## src/rtl/op2_shift_pipe.sv

```systemverilog
// ----------------------------------------------------------------------------
// op2_shift_pipe
// Two-stage pipelined ARM data-processing operand-2 shifter with a
// valid/ready handshake and flush.
//
// Stage 1 registers the request together with a decoded operation kind, an
// amount class (zero / below WIDTH / equal to WIDTH / above WIDTH) and the
// rotate index. Stage 2 registers the shifted result and the carry-out.
//
// Ports
//   clk          clock
//   rst          synchronous active-high reset
//   flush        drop every in-flight operation at this edge
//   in_valid     request valid
//   in_ready     block can accept a request this cycle
//   in_operand   Rm value, or zero-extended 8-bit immediate when in_imm=1
//   in_amount    shift amount (Rs bits, or 5-bit immediate field, or rotate
//                field in [3:0] when in_imm=1)
//   in_mode      00 LSL, 01 LSR, 10 ASR, 11 ROR/RRX (ignored when in_imm=1)
//   in_amt_reg   amount is register-specified
//   in_imm       immediate-operand form, rotate right by 2*in_amount[3:0]
//   in_c         current C flag
//   out_valid    result valid
//   out_ready    consumer accepts the result
//   out_result   shifted operand
//   out_c        shifter carry-out
// ----------------------------------------------------------------------------
module op2_shift_pipe #(
   parameter int WIDTH = 32,
   parameter int AMT_W = 8
) (
   input  logic             clk,
   input  logic             rst,
   input  logic             flush,
   input  logic             in_valid,
   output logic             in_ready,
   input  logic [WIDTH-1:0] in_operand,
   input  logic [AMT_W-1:0] in_amount,
   input  logic [1:0]       in_mode,
   input  logic             in_amt_reg,
   input  logic             in_imm,
   input  logic             in_c,
   output logic             out_valid,
   input  logic             out_ready,
   output logic [WIDTH-1:0] out_result,
   output logic             out_c
);

   localparam int LOGW = $clog2(WIDTH);

   // Operation actually performed in stage 2 once the #0 encodings and the
   // immediate form have been resolved.
   typedef enum logic [2:0] {
      K_PASS, K_LSL, K_LSR, K_ASR, K_ROR, K_RRX, K_IMM
   } kind_e;

   typedef enum logic [1:0] {
      C_ZERO, C_LT, C_EQ, C_GT
   } amt_class_e;

   // ---------------------------------------------------------------- stage 1
   logic             s1_valid_q;
   logic [WIDTH-1:0] s1_op_q;
   logic             s1_c_q;
   kind_e            s1_kind_q,  s1_kind_d;
   amt_class_e       s1_class_q, s1_class_d;
   logic [LOGW-1:0]  s1_rot_q,   s1_rot_d;

   logic [31:0]      amt_ext;
   logic [31:0]      imm_rot;

   // The full amount is classified against WIDTH before any truncation.
   assign amt_ext = 32'(in_amount);
   assign imm_rot = {27'b0, in_amount[3:0], 1'b0};

   // NOTE: every output of a combinational block gets a default first so no
   // path through the case/if tree can leave it unassigned (no latch).
   always_comb begin
      s1_kind_d  = K_PASS;
      s1_class_d = C_ZERO;
      s1_rot_d   = '0;
      if (in_imm) begin
         if (imm_rot != 32'd0) begin
            s1_kind_d = K_IMM;
            s1_rot_d  = imm_rot[LOGW-1:0];
         end
      end else if (amt_ext == 32'd0) begin
         // Register amount of zero and LSL #0 pass the operand through.
         if (!in_amt_reg) begin
            case (in_mode)
               2'b01:   begin s1_kind_d = K_LSR; s1_class_d = C_EQ; end
               2'b10:   begin s1_kind_d = K_ASR; s1_class_d = C_EQ; end
               2'b11:   s1_kind_d = K_RRX;
               default: s1_kind_d = K_PASS;
            endcase
         end
      end else begin
         case (in_mode)
            2'b00:   s1_kind_d = K_LSL;
            2'b01:   s1_kind_d = K_LSR;
            2'b10:   s1_kind_d = K_ASR;
            default: s1_kind_d = K_ROR;
         endcase
         if (amt_ext < 32'(WIDTH))       s1_class_d = C_LT;
         else if (amt_ext == 32'(WIDTH)) s1_class_d = C_EQ;
         else                            s1_class_d = C_GT;
         // n mod WIDTH: the rotate index, and the shift distance when n<WIDTH.
         s1_rot_d = in_amount[LOGW-1:0];
      end
   end

   // ---------------------------------------------------------------- stage 2
   logic             s2_valid_q;
   logic [WIDTH-1:0] s2_result_q, s2_result_d;
   logic             s2_c_q,      s2_c_d;

   logic [LOGW:0]    r_inv;
   logic [LOGW-1:0]  r_m1;
   logic [WIDTH-1:0] rotated;

   assign r_inv   = (LOGW+1)'(WIDTH) - {1'b0, s1_rot_q};
   assign r_m1    = s1_rot_q - LOGW'(1);
   // With r=0 the left shift is by WIDTH and contributes nothing.
   assign rotated = (s1_op_q >> s1_rot_q) | (s1_op_q << r_inv);

   always_comb begin
      s2_result_d = s1_op_q;
      s2_c_d      = s1_c_q;
      case (s1_kind_q)
         K_LSL: begin
            case (s1_class_q)
               C_LT: begin
                  s2_result_d = s1_op_q << s1_rot_q;
                  s2_c_d      = s1_op_q[r_inv[LOGW-1:0]];
               end
               C_EQ: begin s2_result_d = '0; s2_c_d = s1_op_q[0]; end
               C_GT: begin s2_result_d = '0; s2_c_d = 1'b0;       end
               default: ;
            endcase
         end
         K_LSR: begin
            case (s1_class_q)
               C_LT: begin
                  s2_result_d = s1_op_q >> s1_rot_q;
                  s2_c_d      = s1_op_q[r_m1];
               end
               C_EQ: begin s2_result_d = '0; s2_c_d = s1_op_q[WIDTH-1]; end
               C_GT: begin s2_result_d = '0; s2_c_d = 1'b0;             end
               default: ;
            endcase
         end
         K_ASR: begin
            if (s1_class_q == C_LT) begin
               s2_result_d = WIDTH'($signed(s1_op_q) >>> s1_rot_q);
               s2_c_d      = s1_op_q[r_m1];
            end else begin
               s2_result_d = {WIDTH{s1_op_q[WIDTH-1]}};
               s2_c_d      = s1_op_q[WIDTH-1];
            end
         end
         // For a rotate the carry is always the result MSB: op[r-1] for r!=0,
         // op[WIDTH-1] for r=0.
         K_ROR, K_IMM: begin
            s2_result_d = rotated;
            s2_c_d      = rotated[WIDTH-1];
         end
         K_RRX: begin
            s2_result_d = {s1_c_q, s1_op_q[WIDTH-1:1]};
            s2_c_d      = s1_op_q[0];
         end
         default: ;
      endcase
   end

   // -------------------------------------------------------------- handshake
   logic s2_load;
   logic accept;

   assign s2_load  = !s2_valid_q || out_ready;
   assign in_ready = !s1_valid_q || s2_load;
   assign accept   = in_valid && in_ready;

   // NOTE: sequential state uses non-blocking assignments so every register
   // samples the pre-edge values regardless of statement order.
   always_ff @(posedge clk) begin
      if (rst) begin
         s1_valid_q  <= 1'b0;
         s2_valid_q  <= 1'b0;
         s2_result_q <= '0;
         s2_c_q      <= 1'b0;
      end else if (flush) begin
         s1_valid_q <= 1'b0;
         s2_valid_q <= 1'b0;
      end else begin
         if (s2_load) begin
            s2_valid_q <= s1_valid_q;
            if (s1_valid_q) begin
               s2_result_q <= s2_result_d;
               s2_c_q      <= s2_c_d;
            end
         end
         if (in_ready) s1_valid_q <= in_valid;
      end
   end

   // NOTE: the stage-1 payload has no reset; it is only observed behind
   // s1_valid_q, so resetting it would buy nothing.
   always_ff @(posedge clk) begin
      if (accept) begin
         s1_op_q    <= in_operand;
         s1_c_q     <= in_c;
         s1_kind_q  <= s1_kind_d;
         s1_class_q <= s1_class_d;
         s1_rot_q   <= s1_rot_d;
      end
   end

   assign out_valid  = s2_valid_q;
   assign out_result = s2_result_q;
   assign out_c      = s2_c_q;

endmodule

```

## config.mk

```make
export PLATFORM = sky130hd
export DESIGN_NAME = op2_shift_pipe
export DESIGN_NICKNAME = d
export VERILOG_FILES = /design/src/rtl/op2_shift_pipe.sv
export SDC_FILE = /design/constraint.sdc
export NUM_CORES = 1
export LEC_CHECK = 0
export BUFFER_PORTS_ARGS = -buffer_cell sky130_fd_sc_hd__clkbuf_2
export CAP_MARGIN = 20
export CORE_ASPECT_RATIO = 1.5
export CORE_UTILIZATION = 68
export CTS_CLUSTER_DIAMETER = 100
export DETAILED_ROUTE_END_ITERATION = 10
export GPL_TIMING_DRIVEN = 0
export HOLD_SLACK_MARGIN = 0.1
export PLACE_DENSITY_LB_ADDON = 0.25
export SYNTH_ARGS = -nofsm -noshare
export SYNTH_HDL_FRONTEND = slang
export SYNTH_SLANG_ARGS = --single-unit
```

## constraint.sdc

```tcl
create_clock -name clk -period 6.8 [get_ports clk]
set_input_delay 0.34 -clock clk [delete_from_list [all_inputs] [get_ports clk]]
set_output_delay 0.34 -clock clk [all_outputs]
set_load 0.01 [all_outputs]
```

==> flow_summary.json, run 1 <==
{
  "clock_sinks": 78,
  "numCtsBuffers": 9,
  "ys_seq_elements": 78,
  "synthDistinctLibCells": 83,
  "grt_pass1_vias": 14460,
  "num_rows": 56,
  "hold_buffers": 0,
  "io_pins": 85,
  "cts-resized-gates": 0,
  "clockBufferDepth": 2,
  "gp_congestion": 1.552,
  "seq_area_frac_synth_pct": 18.14,
  "ctsRootBufferMaster": "clkbuf_16",
  "dieWidth_um": 105.7,
  "dp_hpwl_um": 39600,
  "async_flop_share_pct": 0,
  "place.port_buffers": 83,
  "synth_warnings": 0,
  "track_usage_pct": 78.39,
  "synth-edff-count": 43,
  "fp.dieH_um": 157.6,
  "initial_core_util_pct": 69.95,
  "avgSynthCellArea_um2": 8.597,
  "lastStage": "global routing",
  "post_cts.repair.setup_buffers": 0,
  "synth_fp_nets": 1332,
  "grt-ovfl-total": 311,
  "ctsHtreeMaxLevel": 3,
  "grt_pass1_wl_um": 97090,
  "ys.flop_type": "edfxtp_1",
  "error_message": "[ERROR GRT-0116] Global routing finished with congestion. Check the congestion regions in the DRC Viewer.",
  "grt_max_degree": 43,
  "synthCells": 1277,
  "synth_area_um2": 10980,
  "status": "did not finish"
}
-- Yosys cell counts, types with 14 or more instances --
library cell  instances  area share [%]
edfxtp_1             43              12
nand2_1             123             4.2
clkbuf_1            102             3.5
a211oi_1             27             1.8
buf_2                25             1.1
a221oi_1             16             1.3
o22ai_1              39             2.2
o211ai_1             22             1.5
o21ai_0             101             4.6
nand3_1              23             1.0
mux2i_1              74             6.7
nor2_1              131             4.5
mux4_1               14             3.4
nor3_1               34             1.6
a21oi_1              67             3.1
mux2_2               54             5.5
dfxtp_1              35             6.4
mux4_2               81              17
-- through the flow --
step           hold slack, ns  worst slack (ns)  instance area, µm²  utilization [%]  instances
4_1_cts                0.1450             2.137               11980            76.32       1582
3_5_place_dp           0.4454             2.222               11680            74.43       1566
3_3_place_gp           0.4345             1.940               11650            74.21       1563
2_1_floorplan          0.4193             3.232               10980                -       1277
-- routing by layer --
metal | GRT overflow | global-route usage (%)
met5 | 1 | 31.68
met4 | 111 | 77.05
met3 | 10 | 62.45
met2 | 182 | 95.58
met1 | 7 | 78.54
-- logic make-up after synthesis --
kind of cell	Yosys count	share of synthesized area [%]
compound gates	403	24.57
simple gates	393	16.62
buf+inv	168	7.078
mux	224	32.46
fa+ha+maj	6	0.6610
xor+xnor	5	0.4674
flops	78	18.14
==> run 2, diff against run 1 <==
- CORE_ASPECT_RATIO: 1.5 -> not set
- CORE_UTILIZATION: 68 -> 40
- CTS_CLUSTER_DIAMETER: 100 -> not set
- HOLD_SLACK_MARGIN: 0.1 -> not set
- PLACE_DENSITY_LB_ADDON: 0.25 -> 0.15
==> run 2 against run 1 <==
The flow now finishes without violations. Area after synthesis did not move. Synthesized cell count did not move.
==> flow_summary.json, run 2 <==
{
  "status": "completed",
  "antenna_found_initial": 1,
  "core_area_um2": 26950,
  "area_growth_pct": 11.27,
  "p_per_area_nw_per_um2": 181.6,
  "worst_pin_slew_ns": 1.325,
  "ant_nets": 0,
  "synth_fp_nets": 1332,
  "grt_pass1_wl_um": 99430,
  "synth_area_um2": 10980,
  "nNetsFinal": 1435,
  "ctsRootBufferMaster": "clkbuf_16",
  "stdcell_count": 1729,
  "gp_congestion": 1.157,
  "clockBufferDepth": 2,
  "place.port_buffers": 83,
  "placed_cells": 1706,
  "critPathMaxFanout": 10,
  "placed_area_um2": 11880,
  "fin_crit_ns": 5.309,
  "dieWidth_um": 167.7,
  "ys_seq_elements": 78,
  "final-hold-violation-count": 0,
  "ir_drop_mv": 0.1499,
  "io_pins": 85,
  "grt_pass1_vias": 12670,
  "grt_max_degree": 42,
  "finalSetupViolCount": 0,
  "first_pass_iters": 7,
  "clock_sinks": 78,
  "whs_ns": 0.1391,
  "hp-class": "primary input to flop",
  "postLayoutCellArea_um2": 12220,
  "fmax_mhz": 188.4,
  "initialDrtViolationCount": 2670,
  "ctsHtreeMaxLevel": 3,
  "synth_area_leaders": "mux4_2, edfxtp_1, mux2i_1",
  "dp_hpwl_um": 53670,
  "die_area_um2": 28110,
  "worstSetupEndpointType": "flop",
  "finalMaxSlewViolations": 0,
  "seq_area_frac_synth_pct": 18.14,
  "drive_gt1_share_pct": 22.02,
  "vias": 13690,
  "drc": 0,
  "required_ns": 7.01,
  "cts-resized-gates": 0,
  "ys.flop_type": "edfxtp_1",
  "period_share_pct": 78.07,
  "routed_wl_um": 72400,
  "synthTopCellsByCount": "nor2_1, nand2_1, clkbuf_1, o21ai_0, mux4_2",
  "track_usage_pct": 51.17,
  "cts_tree": "yes",
  "vias_per_cell": 7.920,
  "synth_warnings": 0,
  "relSlewSlack_pct": 11.65,
  "synth_area_leader_cell": "mux4_2",
  "layout_commonest_cell": "nor2_1",
  "synthCells": 1277,
  "grt-ovfl-total": 0,
  "hold_buffers": 0,
  "num_rows": 60,
  "synth_top_area_share_pct": 16.62,
  "numCtsBuffers": 9,
  "initial_core_util_pct": 40.73,
  "post_cts.repair.setup_buffers": 0,
  "start_kind": "flop",
  "rsz0062_at_grt": "false",
  "fin_setup_tns_ns": 0,
  "power_leakage_nw": 4.370,
  "cap_violations": 0,
  "synth-edff-count": 43,
  "fp.dieH_um": 167.7,
  "yosysMostFrequentCell": "nor2_1",
  "clk_pin_slew_ns": 0.08,
  "crit_arrival_ns": 5.51,
  "wl_per_cell_um": 41.87,
  "clock_latency_ns": 0.37,
  "critical_path_class": "flop to flop",
  "layout_common_cells": "nor2_1, nand2_1, clkbuf_1, o21ai_0, clkbuf_2",
  "async_flop_share_pct": 0,
  "avgSynthCellArea_um2": 8.597,
  "synthDistinctLibCells": 83,
  "skew_ns": 0.01383
}
[run 2: cell counts after synthesis]
Identical to the previous run, type by type.
[run 2: routing by layer]
| metal | vias up | GRT usage (%) | share of wire, % |
|---|---|---|---|
| met3 | 431 | 24.72 | 17 |
| met5 | - | 4.174 | 0.31 |
| met4 | 8 | 37.46 | 9.6 |
| li1 | 5202 | - | - |
| met2 | 1501 | 69.73 | 38 |
| met1 | 6552 | 61.79 | 35 |
[run 2: logic make-up (layout without fill, tap and decap cells)]
kind of cell	Yosys count	count (layout)	synth area share [%]
simple gates	393	393	16.62
buf+inv	168	276	7.078
mux	224	224	32.46
xor+xnor	5	5	0.4674
fa+ha+maj	6	6	0.6610
other cells	0	3	0
flops	78	78	18.14
compound gates	403	403	24.57
[run 2: cell type report]
| type | count | area [µm²] |
|---|---|---|
| Timing Repair Buffer | 92 | 501.7 |
| Tap cell | 341 | 426.7 |
| Sequential cell | 78 | 1992 |
| Clock inverter | 4 | 26.28 |
| Inverter | 14 | 52.55 |
| Antenna cell | 3 | 7.507 |
| Multi-Input combinational cell | 1031 | 8215 |
| Fill cell | 2708 | 14740 |
| Buffer | 154 | 724.4 |
| Clock buffer | 12 | 269.0 |
[run 2: path summary, 6_finish.rpt]
path | start | to | slack [ns] | cells past startpoint
worst min register to register | out_result[30] | out_result[30] | 0.47 | 2
worst min-delay path | in_operand[30] | s1_op_q[30] | 0.14 | 1
worst max register to register | s1_rot_q[0] | out_result[20] | 1.49 | 14
worst max-delay path | s1_rot_q[0] | out_result[20] | 1.49 | 14
[run 2: report_power, final]
group          switching [mW]  internal [mW]  total (mW)
clock network           0.260          0.284       0.544
registers              0.0338          0.522       0.556
logic                   0.758          0.360        1.12
[run 2: worst max-delay path, cell delays in order, from the launching register on]
cell and delay, ns:
edfxtp_1 0.50, buf_6 0.21, buf_12 0.16, buf_4 0.19, buf_4 0.21, inv_1 0.25, ha_1 0.43, xor2_1 0.85
buf_4 0.36, buf_6 0.17, o21ai_0 0.16, a21oi_1 0.28, o221ai_1 0.23, a2111oi_0 1.06, nor3_1 0.07
[run 2: per-stage QoR]
| step | utilization, % | power [mW] | setup WS [ns] |
|---|---|---|---|
| 2_1_floorplan | - | 1.170 | 3.232 |
| 3_3_place_gp | 43.86 | 1.587 | 1.405 |
| 3_5_place_dp | 44.09 | 1.579 | 1.821 |
| 4_1_cts | 45.19 | 2.102 | 1.780 |
| 5_1_grt | 45.30 | 2.213 | 1.539 |
| 6_report | 45.32 | 2.218 | 1.491 |
Power figures use the tool's default switching activity.
